<file path="src/rtl/dco_nco_if.sv">
// Control-word channel between the loop filter and the DCO.
// A word moves on a rising clk_ref edge where ctrl_valid and ctrl_ready are both 1; the source holds word and sync_update stable until then.
interface dco_nco_if #(
   parameter int CTRL_W = 13
);
   logic [CTRL_W-1:0] ctrl_word;
   logic              ctrl_valid;
   logic              ctrl_ready;
   logic              sync_update;

   modport master (
      output ctrl_word,
      output ctrl_valid,
      output sync_update,
      input  ctrl_ready
   );

   modport slave (
      input  ctrl_word,
      input  ctrl_valid,
      input  sync_update,
      output ctrl_ready
   );
endinterface

</file>
<file path="src/rtl/dco_nco.sv">
// Digitally-controlled oscillator: maps a sign-magnitude tuning word to a clamped FCW
// that drives a phase accumulator; updates apply immediately or at the next wrap.
module dco_nco #(
   parameter int               CTRL_W     = 13,
   parameter int               ACC_W      = 24,
   parameter int               PHASE_W    = 8,
   parameter int               GAIN_SHIFT = 8,
   parameter logic [ACC_W-1:0] FCW_CENTER = 24'h080000,
   parameter logic [ACC_W-1:0] FCW_MIN    = 24'h000100,
   parameter logic [ACC_W-1:0] FCW_MAX    = 24'h100000
) (
   input  logic               clk_ref,
   input  logic               rst,
   input  logic               en,
   dco_nco_if.slave           ctrl,
   output logic               clk_dco,
   output logic [PHASE_W-1:0] phase,
   output logic               wrap,
   output logic [ACC_W-1:0]   fcw_active,
   output logic               sat,
   output logic [1:0]         fsm_state
);
   typedef enum logic [1:0] {IDLE, MAP, APPLY, WAIT_WRAP} state_t;

   // Two guard bits keep the signed sum exact for any magnitude before clamping.
   localparam int SW = ACC_W + 2;
   localparam logic signed [SW-1:0] CENTER_S = $signed({2'b00, FCW_CENTER});
   localparam logic signed [SW-1:0] MIN_S    = $signed({2'b00, FCW_MIN});
   localparam logic signed [SW-1:0] MAX_S    = $signed({2'b00, FCW_MAX});

   state_t            state, state_nxt;
   logic [CTRL_W-1:0] word_q;
   logic              sync_q;
   logic [ACC_W-1:0]  acc;
   logic [ACC_W-1:0]  fcw_target;
   logic [ACC_W:0]    acc_sum;
   logic              carry;
   logic              ready;
   logic              accept;
   logic              load_target;
   logic              apply;
   logic [SW-1:0]     mag_ext;
   logic signed [SW-1:0] delta;
   logic signed [SW-1:0] sum;
   logic [ACC_W-1:0]  fcw_mapped;
   logic              sat_mapped;

   assign acc_sum         = {1'b0, acc} + {1'b0, fcw_active};
   assign carry           = acc_sum[ACC_W];
   assign ctrl.ctrl_ready = ready;
   assign clk_dco         = acc[ACC_W-1];
   assign phase           = acc[ACC_W-1 -: PHASE_W];
   assign fsm_state       = state;

   always_comb begin
      mag_ext    = SW'(word_q[CTRL_W-1:1]);
      delta      = $signed(mag_ext << GAIN_SHIFT);
      sum        = word_q[0] ? (CENTER_S + delta) : (CENTER_S - delta);
      fcw_mapped = sum[ACC_W-1:0];
      sat_mapped = 1'b0;
      if (sum < MIN_S) begin
         fcw_mapped = FCW_MIN;
         sat_mapped = 1'b1;
      end else if (sum > MAX_S) begin
         fcw_mapped = FCW_MAX;
         sat_mapped = 1'b1;
      end
   end

   always_ff @(posedge clk_ref or posedge rst) begin
      if (rst) state <= IDLE;
      else     state <= state_nxt;
   end

   always_comb begin
      state_nxt   = state;
      ready       = 1'b0;
      accept      = 1'b0;
      load_target = 1'b0;
      apply       = 1'b0;
      case (state)
         IDLE: begin
            ready = 1'b1;
            if (ctrl.ctrl_valid) begin
               accept    = 1'b1;
               state_nxt = MAP;
            end
         end
         MAP: begin
            load_target = 1'b1;
            state_nxt   = sync_q ? WAIT_WRAP : APPLY;
         end
         APPLY: begin
            apply     = 1'b1;
            state_nxt = IDLE;
         end
         WAIT_WRAP: begin
            // A frozen accumulator has no phase to protect, so apply at once.
            if (!en || carry) begin
               apply     = 1'b1;
               state_nxt = IDLE;
            end
         end
         default: state_nxt = IDLE;
      endcase
   end

   always_ff @(posedge clk_ref or posedge rst) begin
      if (rst) begin
         acc        <= '0;
         wrap       <= 1'b0;
         word_q     <= '0;
         sync_q     <= 1'b0;
         fcw_target <= FCW_CENTER;
         fcw_active <= FCW_CENTER;
         sat        <= 1'b0;
      end else begin
         if (en) acc <= acc_sum[ACC_W-1:0];
         wrap <= en & carry;
         if (accept) begin
            word_q <= ctrl.ctrl_word;
            sync_q <= ctrl.sync_update;
         end
         if (load_target) begin
            fcw_target <= fcw_mapped;
            sat        <= sat_mapped;
         end
         if (apply) fcw_active <= fcw_target;
      end
   end
endmodule

</file>
<file path="src/flat_wrapper.sv">
// flat-port wrapper written by rule: the top's interface ports become plain ports
module dco_nco_flat 
#(
   parameter int               CTRL_W     = 13,
   parameter int               ACC_W      = 24,
   parameter int               PHASE_W    = 8,
   parameter int               GAIN_SHIFT = 8,
   parameter logic [ACC_W-1:0] FCW_CENTER = 24'h080000,
   parameter logic [ACC_W-1:0] FCW_MIN    = 24'h000100,
   parameter logic [ACC_W-1:0] FCW_MAX    = 24'h100000
)
  (clk_ref, rst, en, clk_dco, phase, wrap, fcw_active, sat, fsm_state, ctrl_ctrl_word, ctrl_ctrl_valid, ctrl_sync_update, ctrl_ctrl_ready);
  dco_nco_if #(.CTRL_W(CTRL_W)) ctrl_i ();
  input  logic clk_ref;
  input  logic rst;
  input  logic en;
  output logic clk_dco;
  output logic [PHASE_W-1:0] phase;
  output logic wrap;
  output logic [ACC_W-1:0] fcw_active;
  output logic sat;
  output logic [1:0] fsm_state;
  input wire logic [$bits(ctrl_i.ctrl_word)-1:0] ctrl_ctrl_word;
  input wire logic [$bits(ctrl_i.ctrl_valid)-1:0] ctrl_ctrl_valid;
  input wire logic [$bits(ctrl_i.sync_update)-1:0] ctrl_sync_update;
  output wire logic [$bits(ctrl_i.ctrl_ready)-1:0] ctrl_ctrl_ready;
  assign ctrl_i.ctrl_word = ctrl_ctrl_word;
  assign ctrl_i.ctrl_valid = ctrl_ctrl_valid;
  assign ctrl_i.sync_update = ctrl_sync_update;
  assign ctrl_ctrl_ready = ctrl_i.ctrl_ready;
  dco_nco #(.CTRL_W(CTRL_W), .ACC_W(ACC_W), .PHASE_W(PHASE_W), .GAIN_SHIFT(GAIN_SHIFT), .FCW_CENTER(FCW_CENTER), .FCW_MIN(FCW_MIN), .FCW_MAX(FCW_MAX)) u_core (.clk_ref(clk_ref), .rst(rst), .en(en), .ctrl(ctrl_i), .clk_dco(clk_dco), .phase(phase), .wrap(wrap), .fcw_active(fcw_active), .sat(sat), .fsm_state(fsm_state));
endmodule
</file>
<file path="config.mk">
export PLATFORM = sky130hd
export DESIGN_NAME = dco_nco_flat
export DESIGN_NICKNAME = d
export VERILOG_FILES = /design/src/rtl/dco_nco_if.sv /design/src/rtl/dco_nco.sv /design/src/flat_wrapper.sv
export SDC_FILE = /design/constraint.sdc
export NUM_CORES = 1
export LEC_CHECK = 0
export BUFFER_PORTS_ARGS = -buffer_cell sky130_fd_sc_hd__buf_2
export CORE_UTILIZATION = 56
export CTS_BUF_LIST = sky130_fd_sc_hd__clkbuf_4 sky130_fd_sc_hd__clkbuf_8 sky130_fd_sc_hd__clkbuf_16
export DETAILED_ROUTE_END_ITERATION = 7
export PLACE_DENSITY = 0.78
export SYNTH_ARGS = -nofsm -noshare
export SYNTH_HDL_FRONTEND = slang
export SYNTH_SLANG_ARGS = --single-unit
</file>
<file path="constraint.sdc">
create_clock -name clk_ref -period 3.4 [get_ports clk_ref]
set_clock_uncertainty 0.1 [all_clocks]
set_input_delay 0.17 -clock clk_ref [delete_from_list [all_inputs] [get_ports clk_ref]]
set_output_delay 0.17 -clock clk_ref [all_outputs]
set_load 0.01 [all_outputs]
</file>
==> metrics.md, run 1 <==
| Metric | Value |
|---|---|
| Nets | `490` |
| Worst hold start | `ctrl_ctrl_valid` |
| Synth unique cells | `58` |
| Tmin final | `2.93 ns` |
| Combinational power share | `0.537` |
| All-Layer GR Usage | `0.244` |
| Vias per cell | `5.86` |
| Reg power frac | `0.335` |
| CTS root buf | `clkbuf_8` |
| Crit path kind | `register to register` |
| Maxcap violations | `0` |
| Die X | `85.0 um` |
| Finished Layout Cells | `536` |
| Ant diodes | `0` |
| Gr ovfl total | `0` |
| Asr flop ratio synth | `1.00` |
| Setup crit start kind | `register` |
| Routed WL | `8120 um` |
| Sum Neg Setup Slack | `0 ns` |
| RSZ-0062 raised after global routing | `no` |
| Critical Path RT | `3.48 ns` |
| Vias in the first global route | `3087` |
| Most common cell after layout, fill and taps aside | `dfrtp_1` |
| Static Leak | `1.97 nW` |
| Initial DRT Pass Iterations | `4` |
| Die ar. | `0.00723 mm2` |
| Register Area | `0.00155 mm2` |
| Routed len/inst | `15.1 um` |
| PwrDens | `1010 mW/mm2` |
| Setup ws final | `0.471 ns` |
| Warnings, synthesis | `0` |
| Seq/Total Area, Yosys | `0.402` |
| Commonest cells after routing, fill and taps aside | `dfrtp_1, nand2_1, buf_2` |
| Crit end category | `register` |
| Layout cells sized above 1 | `0.222` |
| Core region area | `0.00649 mm2` |
| Gp weighted congestion | `0.907` |
| Clock share of power | `0.127` |
| Fin area | `0.00436 mm2` |
| Number of synthesized flops with an enable pin | `0` |
| Slowest CP cell | `fa_1` |
| Fin. Hold Viols | `0` |
| Area Growth Syn to Fin | `12.9%` |
| Largest net degree at the start of global routing | `45` |
| Die height | `85.0 um` |
| Placed cell areas | `0.00404 mm2` |
| Port Buffer Count | `47` |
| Max-slew headroom | `0.380` |
| Antenna violations before repair | `0` |
| Synth Instances | `405` |
| Sequence of cells on the critical path | `ha_1, fa_1, a211oi_1, o21bai_1, a21o_1, o211a_2, nor3_4, buf_4, o221ai_1` |
| Antenna Nets Post-Route | `0` |
| Hold WC Path Type | `input pin to register` |
| Vias | `3143` |
| Net switching power | `1.92 mW` |
| Critical Path Fanout Max | `16` |
| Switching Share | `0.434` |
| H-tree depth | `3` |
| Cell Int Power | `2.50 mW` |
| CTS tree | `done` |
| Result of the run | `finished clean` |
| FF-to-FF Start | `u_core.fcw_active[8]` |
| Syn Area/Cell | `9.53 um2` |
| Final Setup Violations | `0` |
| CP peak stage delay | `0.44 ns` |
| Placed insts | `505` |
| Post-route DRC | `0` |
| Postcts setup bufs | `0` |
| Peak VDD IR | `0.000519 V` |
| Top FF cell, synth | `dfrtp_1` |
| Initial Util | `0.594` |
| Tightest Pin Transition | `0.928 ns` |
| Io pins | `56` |
| Synthesis-stage register bit count | `62` |
| Multi-input combinational cell area | `0.00209 mm2` |
| Row cnt | `29` |
| Post-place setup slack | `0.476 ns` |
| DP Wirelength | `5980 um` |
| Clock tree buffer depth | `2` |
| Period utilisation layout | `0.861` |
| Cts bufs inserted | `9` |
| Max frequency | `341 MHz` |
| Synth Cell Area | `0.00386 mm2` |
| Fin. max-slew vios | `0` |
| Crit path arrival time | `3.01 ns` |
| 1st-iter DRT viols | `162` |
| # clock sinks | `62` |
| Clock-pin slew on the worst setup and hold paths | `0.06 ns` |
| First-pass GRT wire length | `14000 um` |
| Filler Cells Inserted | `532` |
| Critical path launch point | `u_core.fcw_active[8]` |
| Worst hold slack | `0.114 ns` |
| Clk Latency, worst-skew pair | `0.33 ns` |
cells in the mapped netlist (2+ instances only):
master | count | share of area
nor2_1 | 15 | 0.015
nand2_1 | 53 | 0.052
o21ai_0 | 28 | 0.036
or3_1 | 2 | 0.0032
and3_1 | 3 | 0.0049
nor3b_1 | 4 | 0.0078
a31oi_1 | 7 | 0.011
mux2i_1 | 5 | 0.013
o221ai_1 | 15 | 0.034
xnor2_1 | 16 | 0.036
o2bb2ai_1 | 2 | 0.0045
nor2b_1 | 2 | 0.0032
a31o_2 | 2 | 0.0045
a21oi_1 | 22 | 0.029
o32ai_1 | 2 | 0.0045
or2_2 | 3 | 0.0049
nand2b_1 | 15 | 0.024
dfrtp_1 | 60 | 0.39
a211oi_1 | 4 | 0.0078
inv_1 | 11 | 0.011
ha_1 | 17 | 0.055
clkbuf_1 | 14 | 0.014
a21o_1 | 9 | 0.017
o21bai_1 | 2 | 0.0039
nand3b_1 | 2 | 0.0039
and2_1 | 5 | 0.0081
xor2_1 | 3 | 0.0068
dfstp_2 | 2 | 0.014
nor3_1 | 6 | 0.0078
mux2_2 | 21 | 0.061
buf_4 | 18 | 0.035
nand3_1 | 8 | 0.010
o21a_1 | 2 | 0.0039
cell type report:
| class | instances | area share |
|---|---|---|
| multi-input combinational | 305 | 0.479 |
| clock buffer | 11 | 0.0333 |
| timing repair buffer | 65 | 0.0936 |
| tap | 77 | 0.0221 |
| clock inverter | 5 | 0.00574 |
| sequential | 62 | 0.357 |
| inverter | 11 | 0.00947 |
flip-flops by register name (all words and copies together) (netlist names):
name and flops:
u_core.wrap 1, u_core.fcw_target 14, u_core.fsm_state 2, u_core.acc 16
u_core.sat 1, u_core.sync_q 1, u_core.word_q 13, u_core.fcw_active 14
cell families after synthesis:
kind of cell | share of synthesized area
AOI/OAI and AO/OA | 0.182
xor gates and xnor gates | 0.0431
adders and majority gates | 0.0603
buffers and inverters | 0.0635
DFF | 0.402
muxes | 0.0742
other | 0.000971
and+or+nand+nor | 0.174
stage by stage:
step / power [mW] / util
floorplan: 3.34 / -
detailed placement: 3.85 / 0.622
CTS: 4.44 / 0.671
finish: 4.42 / 0.671
global placement: 3.75 / 0.622
global route: 4.80 / 0.671
per-layer routing:
metal	up-vias	track usage	share of wire
met4	0	0.0709	0.0044
met2	71	0.446	0.53
met3	4	0.0516	0.031
met5	-	0	0
met1	1523	0.289	0.44
li1	1545	-	-
final timing paths:
check | slack, ns | cells past startpoint | endpoint
max | 0.47 | 9 | u_core.fcw_active[18]
min | 0.11 | 4 | u_core.fsm_state[0]
max reg2reg | 0.47 | 9 | u_core.fcw_active[18]
min reg2reg | 0.38 | 1 | u_core.fcw_target[12]
max in group asynchronous | 1.92 | 4 | u_core.fcw_active[13]
min in group asynchronous | 0.49 | 3 | u_core.acc[20]
critical path, delay by kind of cell (launching register included):
family                   cells  cell delay [ns]
AO/OA/AOI/OAI                5             1.19
adder cells (fa/ha/maj)      2             0.70
flip-flops                   1             0.42
buffers and inverters        1             0.23
AND/OR/NAND/NOR              1             0.15
what timing repair did:
| item | 4_1_cts | 5_1_grt |
|---|---|---|
| hold endpoints to repair | 55 | 0 |
| resized for setup | 0 | 0 |
| hold buffers | 15 | 0 |
| setup endpoints to repair | 0 | 0 |
power groups by stage:
| stage | registers, mW | clock network, mW | logic, mW |
|---|---|---|---|
| finish | 1.48 | 0.563 | 2.37 |
| global route | 1.53 | 0.604 | 2.66 |
| CTS | 1.48 | 0.575 | 2.38 |
| detailed placement | 1.49 | 0 | 2.36 |
| global placement | 1.47 | 0 | 2.28 |
| floorplan | 1.36 | 0 | 1.98 |
(Power assumes the default switching activity.)
==> run 2: changes to the inputs <==
--- a/config.mk
+++ b/config.mk
@@ -9,7 +9,7 @@
 export CORE_UTILIZATION = 56
 export CTS_BUF_LIST = sky130_fd_sc_hd__clkbuf_4 sky130_fd_sc_hd__clkbuf_8 sky130_fd_sc_hd__clkbuf_16
 export DETAILED_ROUTE_END_ITERATION = 7
-export PLACE_DENSITY = 0.78
+export PLACE_DENSITY = 0.82
 export SYNTH_ARGS = -nofsm -noshare
 export SYNTH_HDL_FRONTEND = slang
 export SYNTH_SLANG_ARGS = --single-unit
==> run 2 against run 1 <==
Sequential power hardly changed. Final cell count shrank 0.37%. Global-route usage increased by 0.71 points. Worst hold slack lost 0.042 ns. Critical endpoint is now u_core.fcw_active[22]. Critical path depth fell by 1. Die area unchanged. Sequential share of layout area fell by 0.30 points.
==> metrics.md, run 2 (synthesized netlist as in run 1, its figures left out) <==
| Metric | Value |
|---|---|
| Largest net degree at the start of global routing | `36 (-20%)` |
| RSZ-0062 raised after global routing | `no` |
| Crit end category | `register` |
| Delay-heaviest family, CP | `compound AO/OA/AOI/OAI gates` |
| Die ar. | `0.00723 mm2 (unchanged)` |
| Vias in the first global route | `3058 (-0.94%)` |
| Port Buffer Count | `47 (unchanged)` |
| Final Setup Violations | `0 (unchanged)` |
| Max FFs per register | `16 (unchanged)` |
| Static Leak | `1.98 nW (+0.55%)` |
| Biggest register | `u_core.acc` |
| CP bufs+invs | `0 (-1)` |
| H-tree depth | `3 (unchanged)` |
| Slowest CP cell | `nor3_4` |
| Tightest Pin Transition | `0.930 ns (+0.00157 ns)` |
| Tmin final | `3.22 ns (+0.295 ns)` |
| Initial Util | `0.594 (unchanged)` |
| Vias per cell | `5.89 (+0.44%)` |
| Cts bufs inserted | `9 (unchanged)` |
| Routed WL | `8390 um (+3.4%)` |
| Finished Layout Cells | `534 (-0.37%)` |
| Period utilisation layout | `0.948 (+0.0868)` |
| Peak VDD IR | `0.000452 V (-13%)` |
| PwrDens | `1040 mW/mm2 (+3.1%)` |
| Setup ws final | `0.176 ns (-0.295 ns)` |
| Critical Path RT | `3.48 ns (about the same)` |
| FF-to-FF Start | `u_core.fcw_active[8]` |
| Core region area | `0.00649 mm2 (unchanged)` |
| Initial DRT Pass Iterations | `5 (+1)` |
| Worst hold start | `ctrl_ctrl_valid` |
| Antenna Nets Post-Route | `0 (unchanged)` |
| Most common cell after layout, fill and taps aside | `dfrtp_1` |
| Biggest regs | `u_core.acc x16, u_core.fcw_active x14, u_core.fcw_target x14` |
| Gp weighted congestion | `0.925 (+2.0%)` |
| Die X | `85.0 um (unchanged)` |
| Gr ovfl total | `0 (unchanged)` |
| Max frequency | `310 MHz (-9.2%)` |
| Critical path launch point | `u_core.fcw_active[8]` |
| Fin. Hold Viols | `0 (unchanged)` |
| CP peak stage delay | `0.50 ns (+0.06 ns)` |
| Row cnt | `29 (unchanged)` |
| Clock tree buffer depth | `2 (unchanged)` |
| # clock sinks | `62 (unchanged)` |
| All-Layer GR Usage | `0.251 (+0.00709)` |
| Placed insts | `503 (-0.40%)` |
| Sum Neg Setup Slack | `0 ns (unchanged)` |
| Hold WC Path Type | `input pin to register` |
| Setup crit start kind | `register` |
| Vias | `3145 (+0.064%)` |
| Post-place setup slack | `0.228 ns (-0.249 ns)` |
| 1st-iter DRT viols | `202 (+25%)` |
| Critical Path Fanout Max | `16 (unchanged)` |
| Clock-pin slew on the worst setup and hold paths | `0.07 ns (about the same)` |
| Post-route DRC | `0 (unchanged)` |
| Fin. max-slew vios | `0 (unchanged)` |
| Io pins | `56 (unchanged)` |
| CTS root buf | `clkbuf_8` |
| Clk Latency, worst-skew pair | `0.34 ns (about the same)` |
| Ant diodes | `0 (unchanged)` |
| Die height | `85.0 um (unchanged)` |
| Commonest cells after routing, fill and taps aside | `dfrtp_1, nand2_1, buf_2` |
| Layout cells sized above 1 | `0.219 (-0.00340)` |
| Maxcap violations | `0 (unchanged)` |
| DP Wirelength | `5890 um (-1.4%)` |
| Antenna violations before repair | `0 (unchanged)` |
| First-pass GRT wire length | `14400 um (+2.9%)` |
| Max-slew headroom | `0.378 (-0.00243)` |
| R2r setup slk | `0.18 ns (-0.30 ns)` |
| Crit path kind | `register to register` |
| Nets | `488 (-0.41%)` |
| Routed len/inst | `15.7 um (+3.8%)` |
| CTS tree | `done` |
| Crit path arrival time | `3.30 ns (+0.29 ns)` |
| Result of the run | `finished clean` |
| Sequence of cells on the critical path | `ha_1, fa_1, a211oi_1, o21bai_1, a21o_1, o211a_2, nor3_4, o221ai_1` |
| Area Growth Syn to Fin | `13.8%` |
==> run 2: what timing repair did <==
| item | CTS | global route |
|---|---|---|
| setup buffers | 0 | 0 |
| resized for setup | 0 | 0 |
| hold buffers | 15 | 0 |
| hold endpoints to repair | 48 | 0 |
==> run 2: area by class of cell <==
class | instances | area (um2)
flip-flops and latches | 62 | 1550
clock inverters | 4 | 70.1
repair buffers | 63 | 393
multi-input cells | 305 | 2090
fillers | 499 | 2100
clock buffers | 12 | 153
inverters | 11 | 41.3
well taps | 77 | 96.3
==> run 2: where the power goes <==
| group | switching, mW | internal (mW) | leakage [nW] |
|---|---|---|---|
| Clock | 0.286 | 0.447 | 0.117 |
| Combinational | 1.24 | 1.12 | 1.11 |
| Sequential | 0.418 | 1.08 | 0.761 |
==> run 2: worst paths after layout <==
check                                   endpoint  cells past startpoint
max in group asynchronous  u_core.fcw_active[19]                      4
min                          u_core.fsm_state[0]                      4
min in group asynchronous       u_core.word_q[1]                      3
min reg2reg                u_core.fcw_target[20]                      2
max                        u_core.fcw_active[22]                      8
max reg2reg                u_core.fcw_active[22]                      8
==> run 2: worst reg2reg max path, cell delays in order, from the launching register on <==
cell and delay (ns):
dfrtp_1 0.42, ha_1 0.26, fa_1 0.43, a211oi_1 0.32, o21bai_1 0.15, a21o_1 0.22
o211a_2 0.39, nor3_4 0.51, o221ai_1 0.25
==> run 2: per-layer routing <==
layer	vias up	global-route usage	part of all wire
met5	-	0	0
met4	0	0.116	0.018
met3	17	0.0360	0.039
met2	79	0.411	0.49
met1	1514	0.333	0.46
li1	1535	-	-
==> run 2: per-stage QoR <==
step / utilization / cell area (um2) / hold WS, ns / total power, mW
4_1_cts: 0.677 / 4400 / 0.0634 / 4.59
3_3_place_gp: 0.619 / 4020 / 0.227 / 3.72
5_1_grt: 0.677 / 4400 / 0.115 / 4.98
3_5_place_dp: 0.619 / 4020 / 0.245 / 3.82
2_1_floorplan: - / 3890 / 0.187 / 3.34
6_report: 0.677 / 4400 / 0.0721 / 4.59
==> run 3: changes to the inputs <==
--- a/config.mk
+++ b/config.mk
@@ -9,7 +9,7 @@
 export CORE_UTILIZATION = 56
 export CTS_BUF_LIST = sky130_fd_sc_hd__clkbuf_4 sky130_fd_sc_hd__clkbuf_8 sky130_fd_sc_hd__clkbuf_16
 export DETAILED_ROUTE_END_ITERATION = 7
-export PLACE_DENSITY = 0.82
+export PLACE_DENSITY_LB_ADDON = 0.1
 export SYNTH_ARGS = -nofsm -noshare
 export SYNTH_HDL_FRONTEND = slang
 export SYNTH_SLANG_ARGS = --single-unit
==> run 3 against run 2 <==
Combinational power about the same. Wire length fell by 2.8%. Via count increased by 0.79%. Fmax grew 4.6%. Register-to-register slack better by 0.14 ns. Final area barely moved. Core utilization barely moved. Global-route usage down 0.38 points. Clock power shrank 2%. Critical endpoint is now u_core.fcw_active[15].
==> metrics.md, run 3 (synthesized netlist as in run 1, its figures left out) <==
| Metric | Value |
|---|---|
| Clock-pin slew on the worst setup and hold paths | `0.07 ns (about the same)` |
| Commonest cells after routing, fill and taps aside | `dfrtp_1, nand2_1, buf_2` |
| Sum Neg Setup Slack | `0 ns (unchanged)` |
| Antenna Nets Post-Route | `0 (unchanged)` |
| Register Area | `0.00155 mm2 (unchanged)` |
| Biggest register | `u_core.acc` |
| Core region area | `0.00649 mm2 (unchanged)` |
| Tmin final | `3.08 ns (-0.141 ns)` |
| Biggest regs | `u_core.acc x16, u_core.fcw_active x14, u_core.fcw_target x14` |
| Vias | `3170 (+0.79%)` |
| 1st-iter DRT viols | `191 (-5.4%)` |
| Fin. max-slew vios | `0 (unchanged)` |
| Filler Cells Inserted | `510 (+2.2%)` |
| Vias in the first global route | `3049 (-0.29%)` |
| Slowest CP cell | `fa_1` |
| Worst hold start | `ctrl_ctrl_valid` |
| Static Leak | `1.98 nW (-0.12%)` |
| CTS tree | `done` |
| Result of the run | `finished clean` |
| Tightest Pin Transition | `0.922 ns (-0.00760 ns)` |
| All-Layer GR Usage | `0.247 (-0.00378)` |
| Largest net degree at the start of global routing | `45 (+25%)` |
| Clk Latency, worst-skew pair | `0.34 ns (about the same)` |
| DP Wirelength | `5770 um (-2.1%)` |
| Crit path kind | `register to register` |
| CTS root buf | `clkbuf_8` |
| RSZ-0062 raised after global routing | `no` |
| Setup ws final | `0.317 ns (+0.141 ns)` |
| Io pins | `56 (unchanged)` |
| Layout cells sized above 1 | `0.221 (+0.00171)` |
| Period utilisation layout | `0.907 (-0.0414)` |
| Initial Util | `0.594 (unchanged)` |
| Clock tree buffer depth | `2 (unchanged)` |
| Port Buffer Count | `47 (unchanged)` |
| Peak VDD IR | `0.000590 V (+31%)` |
| Sequence of cells on the critical path | `ha_1, fa_1, a211oi_1, o21bai_1, a21o_1, o211a_2, nor3_4, buf_4, o221ai_1` |
| Initial DRT Pass Iterations | `5 (unchanged)` |
| Post-cts resize count | `0 (unchanged)` |
| Max frequency | `324 MHz (+4.6%)` |
| Max-slew headroom | `0.384 (+0.00646)` |
| Vias per cell | `5.93 (+0.61%)` |
| Ant diodes | `0 (unchanged)` |
| Most common cell after layout, fill and taps aside | `dfrtp_1` |
| Total power | `4.56 mW (-0.59%)` |
| Nets | `489 (+0.20%)` |
| Routed WL | `8150 um (-2.8%)` |
| Antenna violations before repair | `0 (unchanged)` |
| FF-to-FF Start | `u_core.fcw_active[8]` |
| Maxcap violations | `0 (unchanged)` |
| Crit path arrival time | `3.18 ns (-0.12 ns)` |
| Setup crit start kind | `register` |
| Row cnt | `29 (unchanged)` |
| Routed len/inst | `15.2 um (-3.0%)` |
| Final Setup Violations | `0 (unchanged)` |
| Fin. Hold Viols | `0 (unchanged)` |
| Critical Path RT | `3.50 ns (+0.02 ns)` |
| R2r setup slk | `0.32 ns (+0.14 ns)` |
| Die X | `85.0 um (unchanged)` |
| Post-place setup slack | `0.368 ns (+0.141 ns)` |
| Cts bufs inserted | `9 (unchanged)` |
| Max FFs per register | `16 (unchanged)` |
| Gr ovfl total | `0 (unchanged)` |
| Critical path launch point | `u_core.fcw_active[8]` |
| Gp weighted congestion | `0.901 (-2.6%)` |
| Critical Path Fanout Max | `16 (unchanged)` |
| Area Growth Syn to Fin | `13.9% (about the same)` |
| CP peak stage delay | `0.44 ns (-0.06 ns)` |
| H-tree depth | `3 (unchanged)` |
| Die height | `85.0 um (unchanged)` |
| PwrDens | `1040 mW/mm2 (-0.65%)` |
| Multi-input combinational cell area | `0.00209 mm2 (unchanged)` |
| Die ar. | `0.00723 mm2 (unchanged)` |
| Post-route DRC | `0 (unchanged)` |
| First-pass GRT wire length | `14200 um (-1.6%)` |
| Hold WC Path Type | `input pin to register` |
| # clock sinks | `62 (unchanged)` |
| Crit end category | `register` |
## run 3: cell count changes in the layout (fill, tap and decap cells not counted)
cell,change
clkbuf_4,-1
clkinv_4,+1
buf_4,+1
clkbuf_8,-1
clkinvlp_4,+1
## run 3: routing by layer
layer,GRT usage,wire (um),vias up
met2,0.415,3970,99
met1,0.317,3650,1522
li1,-,-,1533
met4,0.106,172,0
met5,0,0,-
met3,0.0428,358,16
## run 3: critical path: cells and delay by family (launching register included)
| family | cells | cell delay [ns] |
|---|---|---|
| buffers and inverters | 1 | 0.24 |
| and+or+nand+nor | 1 | 0.28 |
| DFF | 1 | 0.41 |
| AOI/OAI and AO/OA | 5 | 1.22 |
| adders and majority gates | 2 | 0.69 |
## run 3: final cells by class
class                      instances  share of cell area
tap                               77              0.0219
clock buffer                      10              0.0299
clock inverter                     6              0.0196
sequential                        62               0.353
multi-input combinational        305               0.475
timing repair buffer              64              0.0910
inverter                          11             0.00939
## run 3: path summary, 6_finish.rpt
path	end	depth (start not counted)
min reg2reg	u_core.fcw_target[20]	2
max	u_core.fcw_active[15]	9
max in group asynchronous	u_core.fcw_target[19]	4
min	u_core.fsm_state[0]	4
min in group asynchronous	u_core.acc[11]	3
max reg2reg	u_core.fcw_active[15]	9
## run 3: power breakdown
part	internal [mW]	total [mW]	switching [mW]
combinational	1.12	2.35	1.22
clock	0.420	0.721	0.302
sequential	1.08	1.50	0.414
total	2.63	4.56	1.94
## run 3: what timing repair did
item,4_1_cts,5_1_grt
endpoints found under the setup margin,0,0
hold buffers,15,0
setup buffers,0,0
endpoints found under the hold margin,56,0
## run 3: stage by stage
step | instance area, um2 | cells | util | hold WS (ns)
4_1_cts | 4400 | 535 | 0.677 | 0.0782
6_report | 4400 | 535 | 0.677 | 0.0875
3_5_place_dp | 4030 | 504 | 0.620 | 0.280
3_3_place_gp | 4030 | 504 | 0.620 | 0.271
5_1_grt | 4400 | 535 | 0.677 | 0.115
2_1_floorplan | 3890 | 412 | - | 0.187
